File: src/rtl/pipe_stage_chain_if.sv
// Handshake bundle for pipe_stage_chain: upstream valid/ready, downstream valid/ready, flush and occupancy.
// Transfer on either side happens on a rising clk edge when valid and ready are both high in that cycle.
interface pipe_stage_chain_if #(
    parameter int DATA_W = 64,
    parameter int CTRL_W = 8,
    parameter int STAGES = 1
);
    localparam int OCC_W = $clog2(STAGES + 2);

    logic              in_valid;
    logic [DATA_W-1:0] in_data;
    logic [CTRL_W-1:0] in_ctrl;
    logic              in_ready;
    logic              out_valid;
    logic [DATA_W-1:0] out_data;
    logic [CTRL_W-1:0] out_ctrl;
    logic              out_ready;
    logic              flush;
    logic [OCC_W-1:0]  occ;

    modport master (
        output in_valid, in_data, in_ctrl, out_ready, flush,
        input  in_ready, out_valid, out_data, out_ctrl, occ
    );

    modport slave (
        input  in_valid, in_data, in_ctrl, out_ready, flush,
        output in_ready, out_valid, out_data, out_ctrl, occ
    );
endinterface

File: src/rtl/pipe_stage_chain.sv
// Elastic pipeline-register chain with per-slot valid, backpressure and flush.
// Define PIPE_STAGE_CHAIN_SKID_EN to add a one-entry skid buffer that registers in_ready.
module pipe_stage_chain #(
    parameter int DATA_W = 64,
    parameter int CTRL_W = 8,
    parameter int STAGES = 1,
    localparam int OCC_W = $clog2(STAGES + 2)
) (
    input logic               clk,
    input logic               rst,
    pipe_stage_chain_if.slave bus
);
    localparam int LAST = STAGES - 1;

    logic [STAGES-1:0] valid;
    logic [DATA_W-1:0] data [STAGES];
    logic [CTRL_W-1:0] ctrl [STAGES];
    logic [STAGES-1:0] adv;
    logic [STAGES-1:0] load;
    logic [DATA_W-1:0] src_data [STAGES];
    logic [CTRL_W-1:0] src_ctrl [STAGES];
    logic              can0;
    logic              transfer;
    logic              consume;
    logic              load0;
    logic [DATA_W-1:0] load0_data;
    logic [CTRL_W-1:0] load0_ctrl;
    logic [OCC_W-1:0]  occ_q;
    logic [OCC_W-1:0]  held;

    // A valid slot moves whenever any slot downstream of it is empty or the tail is consumed,
    // which collapses bubbles without a combinational loop through adv.
    always_comb begin
        logic open_path;
        open_path = bus.out_ready;
        adv = '0;
        for (int k = LAST; k >= 0; k--) begin
            adv[k] = valid[k] & open_path;
            open_path = open_path | ~valid[k];
        end
    end

    assign can0     = ~valid[0] | adv[0];
    assign consume  = valid[LAST] & bus.out_ready;
    assign transfer = bus.in_valid & bus.in_ready;

`ifdef PIPE_STAGE_CHAIN_SKID_EN
    logic              skid_valid;
    logic [DATA_W-1:0] skid_data;
    logic [CTRL_W-1:0] skid_ctrl;

    // Skid content is older than anything on the input, so it always wins slot 0.
    assign bus.in_ready = ~skid_valid & ~bus.flush;
    assign load0        = can0 & (skid_valid | transfer);
    assign load0_data   = skid_valid ? skid_data : bus.in_data;
    assign load0_ctrl   = skid_valid ? skid_ctrl : bus.in_ctrl;
    assign held         = OCC_W'($countones(valid)) + OCC_W'(skid_valid);

    always_ff @(posedge clk or negedge rst) begin
        if (!rst) begin
            skid_valid <= 1'b0;
            skid_data  <= '0;
            skid_ctrl  <= '0;
        end else if (bus.flush) begin
            skid_valid <= 1'b0;
            skid_ctrl  <= '0;
        end else if (skid_valid && can0) begin
            skid_valid <= 1'b0;
            skid_ctrl  <= '0;
        end else if (transfer && !can0) begin
            skid_valid <= 1'b1;
            skid_data  <= bus.in_data;
            skid_ctrl  <= bus.in_ctrl;
        end
    end
`else
    assign bus.in_ready = can0 & ~bus.flush;
    assign load0        = transfer;
    assign load0_data   = bus.in_data;
    assign load0_ctrl   = bus.in_ctrl;
    assign held         = OCC_W'($countones(valid));
`endif

    always_comb begin
        load = '0;
        for (int k = 0; k < STAGES; k++) begin
            src_data[k] = '0;
            src_ctrl[k] = '0;
        end
        load[0]     = load0;
        src_data[0] = load0_data;
        src_ctrl[0] = load0_ctrl;
        for (int k = 1; k < STAGES; k++) begin
            load[k]     = adv[k-1];
            src_data[k] = data[k-1];
            src_ctrl[k] = ctrl[k-1];
        end
    end

    // Control fields are cleared whenever a slot goes empty so a killed entry reads as a NOP.
    always_ff @(posedge clk or negedge rst) begin
        if (!rst) begin
            valid <= '0;
            for (int k = 0; k < STAGES; k++) begin
                data[k] <= '0;
                ctrl[k] <= '0;
            end
        end else if (bus.flush) begin
            valid <= '0;
            for (int k = 0; k < STAGES; k++) begin
                ctrl[k] <= '0;
            end
        end else begin
            for (int k = 0; k < STAGES; k++) begin
                if (load[k]) begin
                    valid[k] <= 1'b1;
                    data[k]  <= src_data[k];
                    ctrl[k]  <= src_ctrl[k];
                end else if (adv[k]) begin
                    valid[k] <= 1'b0;
                    ctrl[k]  <= '0;
                end
            end
        end
    end

    always_ff @(posedge clk or negedge rst) begin
        if (!rst) begin
            occ_q <= '0;
        end else if (bus.flush) begin
            occ_q <= '0;
        end else begin
            occ_q <= occ_q + OCC_W'(transfer) - OCC_W'(consume);
        end
    end

    assign bus.out_valid = valid[LAST];
    assign bus.out_data  = data[LAST];
    assign bus.out_ctrl  = valid[LAST] ? ctrl[LAST] : '0;
    assign bus.occ       = occ_q;

    a_occ_matches_valid: assert property (@(posedge clk) disable iff (!rst) occ_q == held);
endmodule

File: src/flat_wrapper.sv
// flat-port wrapper written by rule: the top's interface ports become plain ports
module pipe_stage_chain_flat 
#(
    parameter int DATA_W = 64,
    parameter int CTRL_W = 8,
    parameter int STAGES = 1,
    localparam int OCC_W = $clog2(STAGES + 2)
)
  (clk, rst, bus_in_valid, bus_in_data, bus_in_ctrl, bus_out_ready, bus_flush, bus_in_ready, bus_out_valid, bus_out_data, bus_out_ctrl, bus_occ);
  pipe_stage_chain_if #(.DATA_W(DATA_W), .CTRL_W(CTRL_W), .STAGES(STAGES)) bus_i ();
  input logic clk;
  input logic rst;
  input wire logic [$bits(bus_i.in_valid)-1:0] bus_in_valid;
  input wire logic [$bits(bus_i.in_data)-1:0] bus_in_data;
  input wire logic [$bits(bus_i.in_ctrl)-1:0] bus_in_ctrl;
  input wire logic [$bits(bus_i.out_ready)-1:0] bus_out_ready;
  input wire logic [$bits(bus_i.flush)-1:0] bus_flush;
  output wire logic [$bits(bus_i.in_ready)-1:0] bus_in_ready;
  output wire logic [$bits(bus_i.out_valid)-1:0] bus_out_valid;
  output wire logic [$bits(bus_i.out_data)-1:0] bus_out_data;
  output wire logic [$bits(bus_i.out_ctrl)-1:0] bus_out_ctrl;
  output wire logic [$bits(bus_i.occ)-1:0] bus_occ;
  assign bus_i.in_valid = bus_in_valid;
  assign bus_i.in_data = bus_in_data;
  assign bus_i.in_ctrl = bus_in_ctrl;
  assign bus_i.out_ready = bus_out_ready;
  assign bus_i.flush = bus_flush;
  assign bus_in_ready = bus_i.in_ready;
  assign bus_out_valid = bus_i.out_valid;
  assign bus_out_data = bus_i.out_data;
  assign bus_out_ctrl = bus_i.out_ctrl;
  assign bus_occ = bus_i.occ;
  pipe_stage_chain #(.DATA_W(DATA_W), .CTRL_W(CTRL_W), .STAGES(STAGES)) u_core (.clk(clk), .rst(rst), .bus(bus_i));
endmodule
File: config.mk
export PLATFORM = sky130hd
export DESIGN_NAME = pipe_stage_chain_flat
export DESIGN_NICKNAME = d
export VERILOG_FILES = /design/src/rtl/pipe_stage_chain_if.sv /design/src/rtl/pipe_stage_chain.sv /design/src/flat_wrapper.sv
export SDC_FILE = /design/constraint.sdc
export NUM_CORES = 1
export LEC_CHECK = 0
export CAP_MARGIN = 20
export CORE_MARGIN = 4
export CORE_UTILIZATION = 44
export CTS_CLUSTER_SIZE = 30
export DETAILED_ROUTE_END_ITERATION = 12
export GPL_TIMING_DRIVEN = 0
export PLACE_DENSITY = 0.86
export SLEW_MARGIN = 20
export SYNTH_ARGS = -nofsm -noshare
export SYNTH_HDL_FRONTEND = slang
export SYNTH_SLANG_ARGS = --single-unit
export TNS_END_PERCENT = 1
File: constraint.sdc
create_clock -name clk -period 2.8 [get_ports clk]
set_clock_uncertainty 0.1 [all_clocks]
set_input_delay 0.56 -clock clk [delete_from_list [all_inputs] [get_ports clk]]
set_output_delay 0.56 -clock clk [all_outputs]
set_load 0.02 [all_outputs]
[After elaboration in Yosys (flattened, before gate mapping)]
Cells that the tools add are included.
W data, S select, Z words.
Storage, ports and cells
  register bits after elaboration: 75
  output and inout bits: 76
Operators by class
  $add $sub $neg: 2
  muxes and demuxes: 8
  bitwise operators: 6
  reductions and logical operators: 2
Operator list (count)
  $mux W8: 4
  $and A1 B1 Y1: 3
  $mux W1: 3
  $reduce_bool A3 Y1: 1
  $add A2 B1 Y2: 1
  $mux W2: 1
  $not A1 Y1: 2
  $reduce_and A2 Y1: 1
  $sub A2 B1 Y2: 1
  $or A1 B1 Y1: 1

[Depth between registers and ports, before layout]
Gate-level depths: netlist (run 1).
  word-level depth: 7
  depth in mapped cells: 8
  gate-level depth less buffers: 7

[Worst setup path before layout (run 1)]
Ideal clock, no wire load.
  kind: reg-to-reg
  from: register u_core.valid, in the netlist u_core.bus.out_valid
  to: register u_core.occ_q[1], in the netlist u_core.bus.occ[1]
  library setup time: 0.132 ns
  data arrival time: 1.632 ns
  slack: 0.936 ns
  stages on the path, launching flop included: 9
  buffers on the path: 2
  path through: dfrtp_1 nor2b_4 nor3b_2 buf_6 buf_8 ha_1 xor2_1 xnor2_1 nor2_1
On the way
  longest elaborated chain between the ends: 7
  elaborated cells between the ends (all ways): 8
Ends and longest elaborated chain
  start, declared: line pipe_stage_chain.sv:15  | logic [STAGES-1:0] valid;
  start signal, assigned: line pipe_stage_chain.sv:103  | valid <= '0;
  start signal, assigned: line pipe_stage_chain.sv:109  | valid <= '0;
  start signal, assigned by index: line pipe_stage_chain.sv:116  | valid[k] <= 1'b1;
  $and A1 B1 Y1 / $not A1 Y1 (equally long branches)
  $or A1 B1 Y1: line pipe_stage_chain.sv:43  | assign can0 = ~valid[0] | adv[0];
  $and A1 B1 Y1: line pipe_stage_chain.sv:77  | assign bus.in_ready = can0 & ~bus.flush;
  $and A1 B1 Y1: line pipe_stage_chain.sv:45  | assign transfer = bus.in_valid & bus.in_ready;
  $add A2 B1 Y2: line pipe_stage_chain.sv:133  | occ_q <= occ_q + OCC_W'(transfer) - OCC_W'(consume);
  $sub A2 B1 Y2 (*): line pipe_stage_chain.sv:133
  $mux W2 (*): line pipe_stage_chain.sv:130  | end else if (bus.flush) begin
  end signal, assigned: line pipe_stage_chain.sv:133
  end, declared: line pipe_stage_chain.sv:28  | logic [OCC_W-1:0] occ_q;
Every way passes the cells marked *; elsewhere a longest branch is shown, timed or not.
A chain may end at the register's enable or synchronous reset.

[Worst setup path in the final report (run 1)]
  from: input bus_flush
  to: output bus_in_ready
On the way
  longest elaborated chain between the ends: 2
Ends and longest elaborated chain
  start, declared: line flat_wrapper.sv:17  | input wire logic [$bits(bus_i.flush)-1:0] bus_flush;
  $not A1 Y1 (no line)
  $and A1 B1 Y1: line pipe_stage_chain.sv:77
  end, declared: line flat_wrapper.sv:18  | output wire logic [$bits(bus_i.in_ready)-1:0] bus_in_ready;
Every way passes these cells.

==> impl_metrics.toml, run 1 <==
[logic_synthesis]
synth.avg_cell_area_um2 = 16.5
syn_nets = 269
ys_seq_elements = 75
synthCells = 190
ys_types = 22
yosys-top-cells-area = "dfrtp_1, mux2_4, mux2_2"
yosysTopAreaCell = "dfrtp_1"
synth_area_um2 = 3140
seq_area_frac_synth_pct = 59.7
synth_top_area_share_pct = 59.7
synth_warnings = 0

[floorplanning]
dieWidth_um = 92.5
core_area_um2 = 6870
start_util_pct = 45.8
num_rows = 30
die-height_um = 92.5
ios = 153
die_area_um2 = 8560

[final_layout]
syn_to_final_growth_pct = 59.5
layout_commonest_cell = "clkdlybuf4s50_1"
fillers = 477
drive_above_1_share_pct = 22.9
final_cell_mix = "clkdlybuf4s50_1, dfrtp_1, mux2_4"
n_antenna_cell = 0
fin_area_um2 = 5020
final_nets = 432

[power_and_ir_drop]
totalPowerFinal_uw = 3250
ir_worst_vdd_v = 0.000333
power.density_nw_per_um2 = 648
p_leak_uw = 0.00217

[global_routing]
grt_first_pass_wirelength_um = 12000
grt_max_degree = 44
grt_pass1_vias = 2332
antenna_found_initial = 0
grt_overflow = 0
grtUsageTotal_pct = 18.2

[clock_tree]
clock_latency_ns = 0.33
cts_setup_buffers = 0
cts.sinks = 75
h-tree-depth = 3
cts.clk_slew.worst_paths_ns = 0.08
cts_made_buffers = 9
clock-root-buffer = "clkbuf_8"
cts_tree = "yes"
clockBufferDepth = 2

[routing]
drtPass1Iterations = 4
wl_per_cell_um = 16.4
drcViolationCount = 0
drt_iter0_markers = 41
wl_um = 7440
antenna_violating_nets_post_route = 0
num_vias = 2143
vias_per_cell = 4.72

[placement]
placed_area_um2 = 4800
dp_hpwl_um = 5650
gp_congestion = 0.749
place_ws_ns = -0.0173
port_buffers = 152

[critical_path]
critical_path_class = "input pin to output pin"
cp-start-kind = "input pin"
crit_path_end_kind = "output pin"
path_max_fanout = 13
reg2reg_setup_slack_ns = 0.84
crit_arrival_ns = 2.01
cp.required_ns = 2.14

[timing]
finalCritPeriodShare_pct = 95.3
min_period_ns = 2.67
fmax_mhz = 375
tightest_slew_ns = 0.610
final-hold-violation-count = 0
rsz0062_at_grt = "false"
fin_setup_tns_ns = 0
slew_headroom_pct = 58.2
drv_slew = 0
fin_ws_ns = 0.131
finalSetupViolCount = 0

[worst_hold_path]
hold_class = "input pin to async pin"

[run]
maxCapViolCount = 0

[outcome]
status = "finished clean"
-- cell families after synthesis --
| kind of cell | Yosys count | share of synthesized area [%] |
|---|---|---|
| buffers and inverters | 13 | 4.26 |
| DFF | 75 | 59.7 |
| adders and majority gates | 2 | 0.796 |
| and+or+nand+nor | 25 | 4.46 |
| xor gates and xnor gates | 2 | 0.557 |
| muxes | 65 | 28.0 |
| AOI/OAI and AO/OA | 8 | 2.23 |
-- critical path: stages --
cell and delay, ns:
clkdlybuf4s50_1 0.64, nor2_1 0.19, clkdlybuf4s50_1 0.62
-- per-stage QoR --
stage,cells,hold WS (ns),util (%)
6_report,454,0.0573,73.0
5_1_grt,454,0.0631,73.0
4_1_cts,454,0.0615,73.0
3_5_place_dp,439,0.374,69.9
3_3_place_gp,438,0.368,69.7
2_1_floorplan,190,0.164,-
-- sequential cells by signal (all words and copies together) (netlist names) --
name / cells
u_core.bus.out_data: 64
u_core.ctrl: 8
u_core.bus.out_valid: 1
u_core.bus.occ: 2
-- metal layers --
layer  share of wire [%]  track usage (%)  vias to the layer above  routed length, um
li1                    -                -                      982                  -
met5                   0                0                        -                  0
met2                  50             29.5                       93               3750
met1                  41             22.7                     1061               3020
met3                 8.2             6.74                        7                613
met4                0.79             5.57                        0                 59
-- cell usage after synthesis --
master	number
buf_2	1
nor3b_2	1
buf_6	1
nor2b_4	1
nor2_1	12
mux2_2	15
nand2b_1	1
xor2_1	1
clkbuf_1	3
nor2b_1	1
inv_1	2
buf_8	1
mux2_4	40
mux2_1	9
buf_12	4
buf_1	1
xnor2_1	1
ha_1	2
dfrtp_1	75
and2_1	9
a32oi_1	8
mux2i_1	1
-- final timing paths --
| path | startpoint | to | cells after the start |
|---|---|---|---|
| max | bus_flush | bus_in_ready | 3 |
| min | rst | u_core.ctrl[2] | 1 |
| max reg2reg | u_core.bus.out_valid | u_core.bus.occ[1] | 8 |
| min reg2reg | u_core.bus.out_data[50] | u_core.bus.out_data[50] | 1 |
| max in group asynchronous | rst | u_core.bus.out_data[55] | 2 |
| min in group clk | u_core.bus.out_data[50] | u_core.bus.out_data[50] | 1 |
-- power by group --
part	internal (uW)	total, uW	switching (uW)	leakage, uW
combinational	585	1000	420	0.00115
clock	500	900	400	0.000113
sequential	1250	1350	93.2	0.000899
total	2340	3250	913	0.00217
-- cell type report --
cell class              instances  area (um^2)  share of cell area [%]
repair buffers                153         1540                    30.7
clock inverters                 7         92.6                    1.85
inverters                       2         7.51                   0.150
well taps                      96          120                    2.39
multi-input cells             102         1130                    22.6
flip-flops and latches         75         1880                    37.4
plain buffers                  10          123                    2.44
clock buffers                   9          124                    2.47
-- repair_timing --
item | in CTS | in global routing
endpoints found under the setup margin | 1 | 0
resized for setup | 0 | 0
hold buffers | 0 | 0
Power figures use the tool's default switching activity.
==> inputs of run 2 (changes only) <==
--- a/config.mk
+++ b/config.mk
@@ -6,14 +6,14 @@
 export NUM_CORES = 1
 export LEC_CHECK = 0
 export CAP_MARGIN = 20
-export CORE_MARGIN = 4
-export CORE_UTILIZATION = 44
+export CORE_MARGIN = 3
+export CORE_UTILIZATION = 41
 export CTS_CLUSTER_SIZE = 30
 export DETAILED_ROUTE_END_ITERATION = 12
 export GPL_TIMING_DRIVEN = 0
-export PLACE_DENSITY = 0.86
+export PLACE_DENSITY = 0.81
 export SLEW_MARGIN = 20
 export SYNTH_ARGS = -nofsm -noshare
 export SYNTH_HDL_FRONTEND = slang
 export SYNTH_SLANG_ARGS = --single-unit
-export TNS_END_PERCENT = 1
+export TNS_END_PERCENT = 10
==> constraint.sdc (replaced) <==
create_clock -name clk -period 3 [get_ports clk]
set_clock_uncertainty 0.1 [all_clocks]
set_input_delay 0.6 -clock clk [delete_from_list [all_inputs] [get_ports clk]]
set_output_delay 0.6 -clock clk [all_outputs]
set_load 0.02 [all_outputs]
==> run 2 against run 1 <==
Utilization is 4.3 points lower. Via count is 1.3% lower. Final area is 0.40% higher. Die area is 2.2% higher. Register-to-register slack better by 0.23 ns. Largest cell class unchanged. Hold slack better by 0.058 ns.
==> impl_metrics.toml, run 2 (synthesis gave the netlist of run 1 again) <==
[clock_tree]
postCtsResizedCells = 0
clockBufferDepth = 2
cts_tree = "yes"
cts_setup_buffers = 0
clock_latency_ns = 0.33
cts.sinks = 75
cts_made_buffers = 9
clock-root-buffer = "clkbuf_8"
cts.clk_slew.worst_paths_ns = 0.08
cts_hold_buf = 0
h-tree-depth = 3

[global_routing]
grt_max_degree = 39
busiest_layer = "met2"
grt_overflow = 0
grtUsageMet1_pct = 20.2
grt_use_met3_pct = 4.99
grtUsageTotal_pct = 17.2
grt_first_pass_wirelength_um = 11500
grt_pass1_vias = 2345
met2_usage_pct = 29.7
antenna_found_initial = 0

[critical_path]
critical_path_class = "input pin to output pin"
crit_chain = "clkdlybuf4s50_1 -> clkbuf_1 -> nor2_1 -> clkdlybuf4s50_1"
path_max_fanout = 10
cp-start-kind = "input pin"
crit_path_end_kind = "output pin"
crit_top_cell = "clkdlybuf4s50_1"
crit_arrival_ns = 2.18
reg2reg_setup_slack_ns = 1.07
reg2reg_to = "u_core.bus.occ[1]"
cp_slowest_cell = "clkdlybuf4s50_1"
cp.required_ns = 2.30
crit_path_max_incr_delay_ns = 0.56
rr_startpoint = "u_core.bus.out_valid"
ff2ff_path_depth = 8

[routing]
drcViolationCount = 0
vias_per_cell = 4.63
num_vias = 2116
drtPass1Iterations = 4
antenna_violating_nets_post_route = 0
wl_um = 7300
drt_iter0_markers = 27
wl_per_cell_um = 16.0

[floorplanning]
core_area_um2 = 7330
die-height_um = 93.6
dieWidth_um = 93.6
start_util_pct = 42.9
ios = 153
num_rows = 31
die_area_um2 = 8760

[outcome]
status = "finished clean"

[final_layout]
n_antenna_cell = 0
final_cell_mix = "clkdlybuf4s50_1, dfrtp_1, mux2_4"
final_nets = 433
syn_to_final_growth_pct = 60.2
fin_area_um2 = 5040
layout_commonest_cell = "clkdlybuf4s50_1"
drive_above_1_share_pct = 22.6
largest_reg_flops = 64

[timing]
rsz0062_at_grt = "false"
fmax_mhz = 348
finalSetupViolCount = 0
tightest_slew_ns = 0.566
slew_headroom_pct = 61.2
drv_slew = 0
finalCritPeriodShare_pct = 95.9
fin_ws_ns = 0.124
final-hold-violation-count = 0
min_period_ns = 2.88

[power_and_ir_drop]
ir_worst_vdd_v = 0.000303
totalPowerFinal_uw = 3090
power.density_nw_per_um2 = 614
p_leak_uw = 0.00217

[placement]
gp_congestion = 0.680
port_buffers = 152
place_ws_ns = 0.117
dp_hpwl_um = 5580
placed_area_um2 = 4810

[worst_hold_path]
hold_class = "input pin to async pin"

[run]
maxCapViolCount = 0
==> run 2: changes by cell type in the layout (fill, tap and decap cells not counted), sizes merged <==
cell,previous run,this run
clkbuf,11,12
clkinv,5,3
bufinv,2,3
==> run 2: stage by stage <==
| stage | utilization (%) | TNS [ns] | hold slack, ns | std cells |
|---|---|---|---|---|
| 5_1_grt | 68.7 | 0 | 0.149 | 457 |
| 4_1_cts | 68.7 | 0 | 0.121 | 457 |
| 2_1_floorplan | - | 0 | 0.204 | 190 |
| 6_report | 68.7 | 0 | 0.116 | 457 |
| 3_5_place_dp | 65.6 | 0 | 0.380 | 442 |
| 3_3_place_gp | 65.3 | -101.24 | 0.368 | 441 |
==> run 2: final cells by class <==
| type | instances | area (um^2) |
|---|---|---|
| tap | 99 | 124 |
| clock inverter | 6 | 105 |
| inverter | 2 | 7.51 |
| sequential | 75 | 1880 |
| multi-input combinational | 102 | 1130 |
| buffer | 11 | 126 |
| clock buffer | 9 | 124 |
| fill | 539 | 2290 |
| timing repair buffer | 153 | 1540 |
==> run 2: worst max-delay path: cells and delay by family <==
kind                   cells  cell delay (ns)
buffers and inverters      3             1.47
AND/OR/NAND/NOR            1             0.11
==> run 2: how the worst max path moves through the flow <==
| stage | slack [ns] | end | cells past startpoint | start |
|---|---|---|---|---|
| after floorplan | 1.13 | u_core.bus.occ[1] | 8 | bus_out_ready |
| after global placement | -1.36 | u_core.bus.out_data[10] | 1 | rst |
| after detailed placement | 0.12 | bus_in_ready | 4 | bus_flush |
| after CTS | 0.11 | bus_in_ready | 4 | bus_flush |
| after global routing | 0.04 | bus_in_ready | 4 | bus_flush |
| final | 0.12 | bus_in_ready | 4 | bus_flush |
==> run 2: where the power goes <==
group	leakage [uW]	internal [uW]	total, uW	switching [uW]
clock	0.000119	544	898	354
combinational	0.00116	546	937	390
sequential	0.000899	1170	1260	87.7
total	0.00217	2260	3090	832
==> run 2: layer usage <==
layer  wire length, um  share of wire, %
met5                 0                 0
met4               101               1.4
met3               529               7.2
met2              3850                53
met1              2820                39
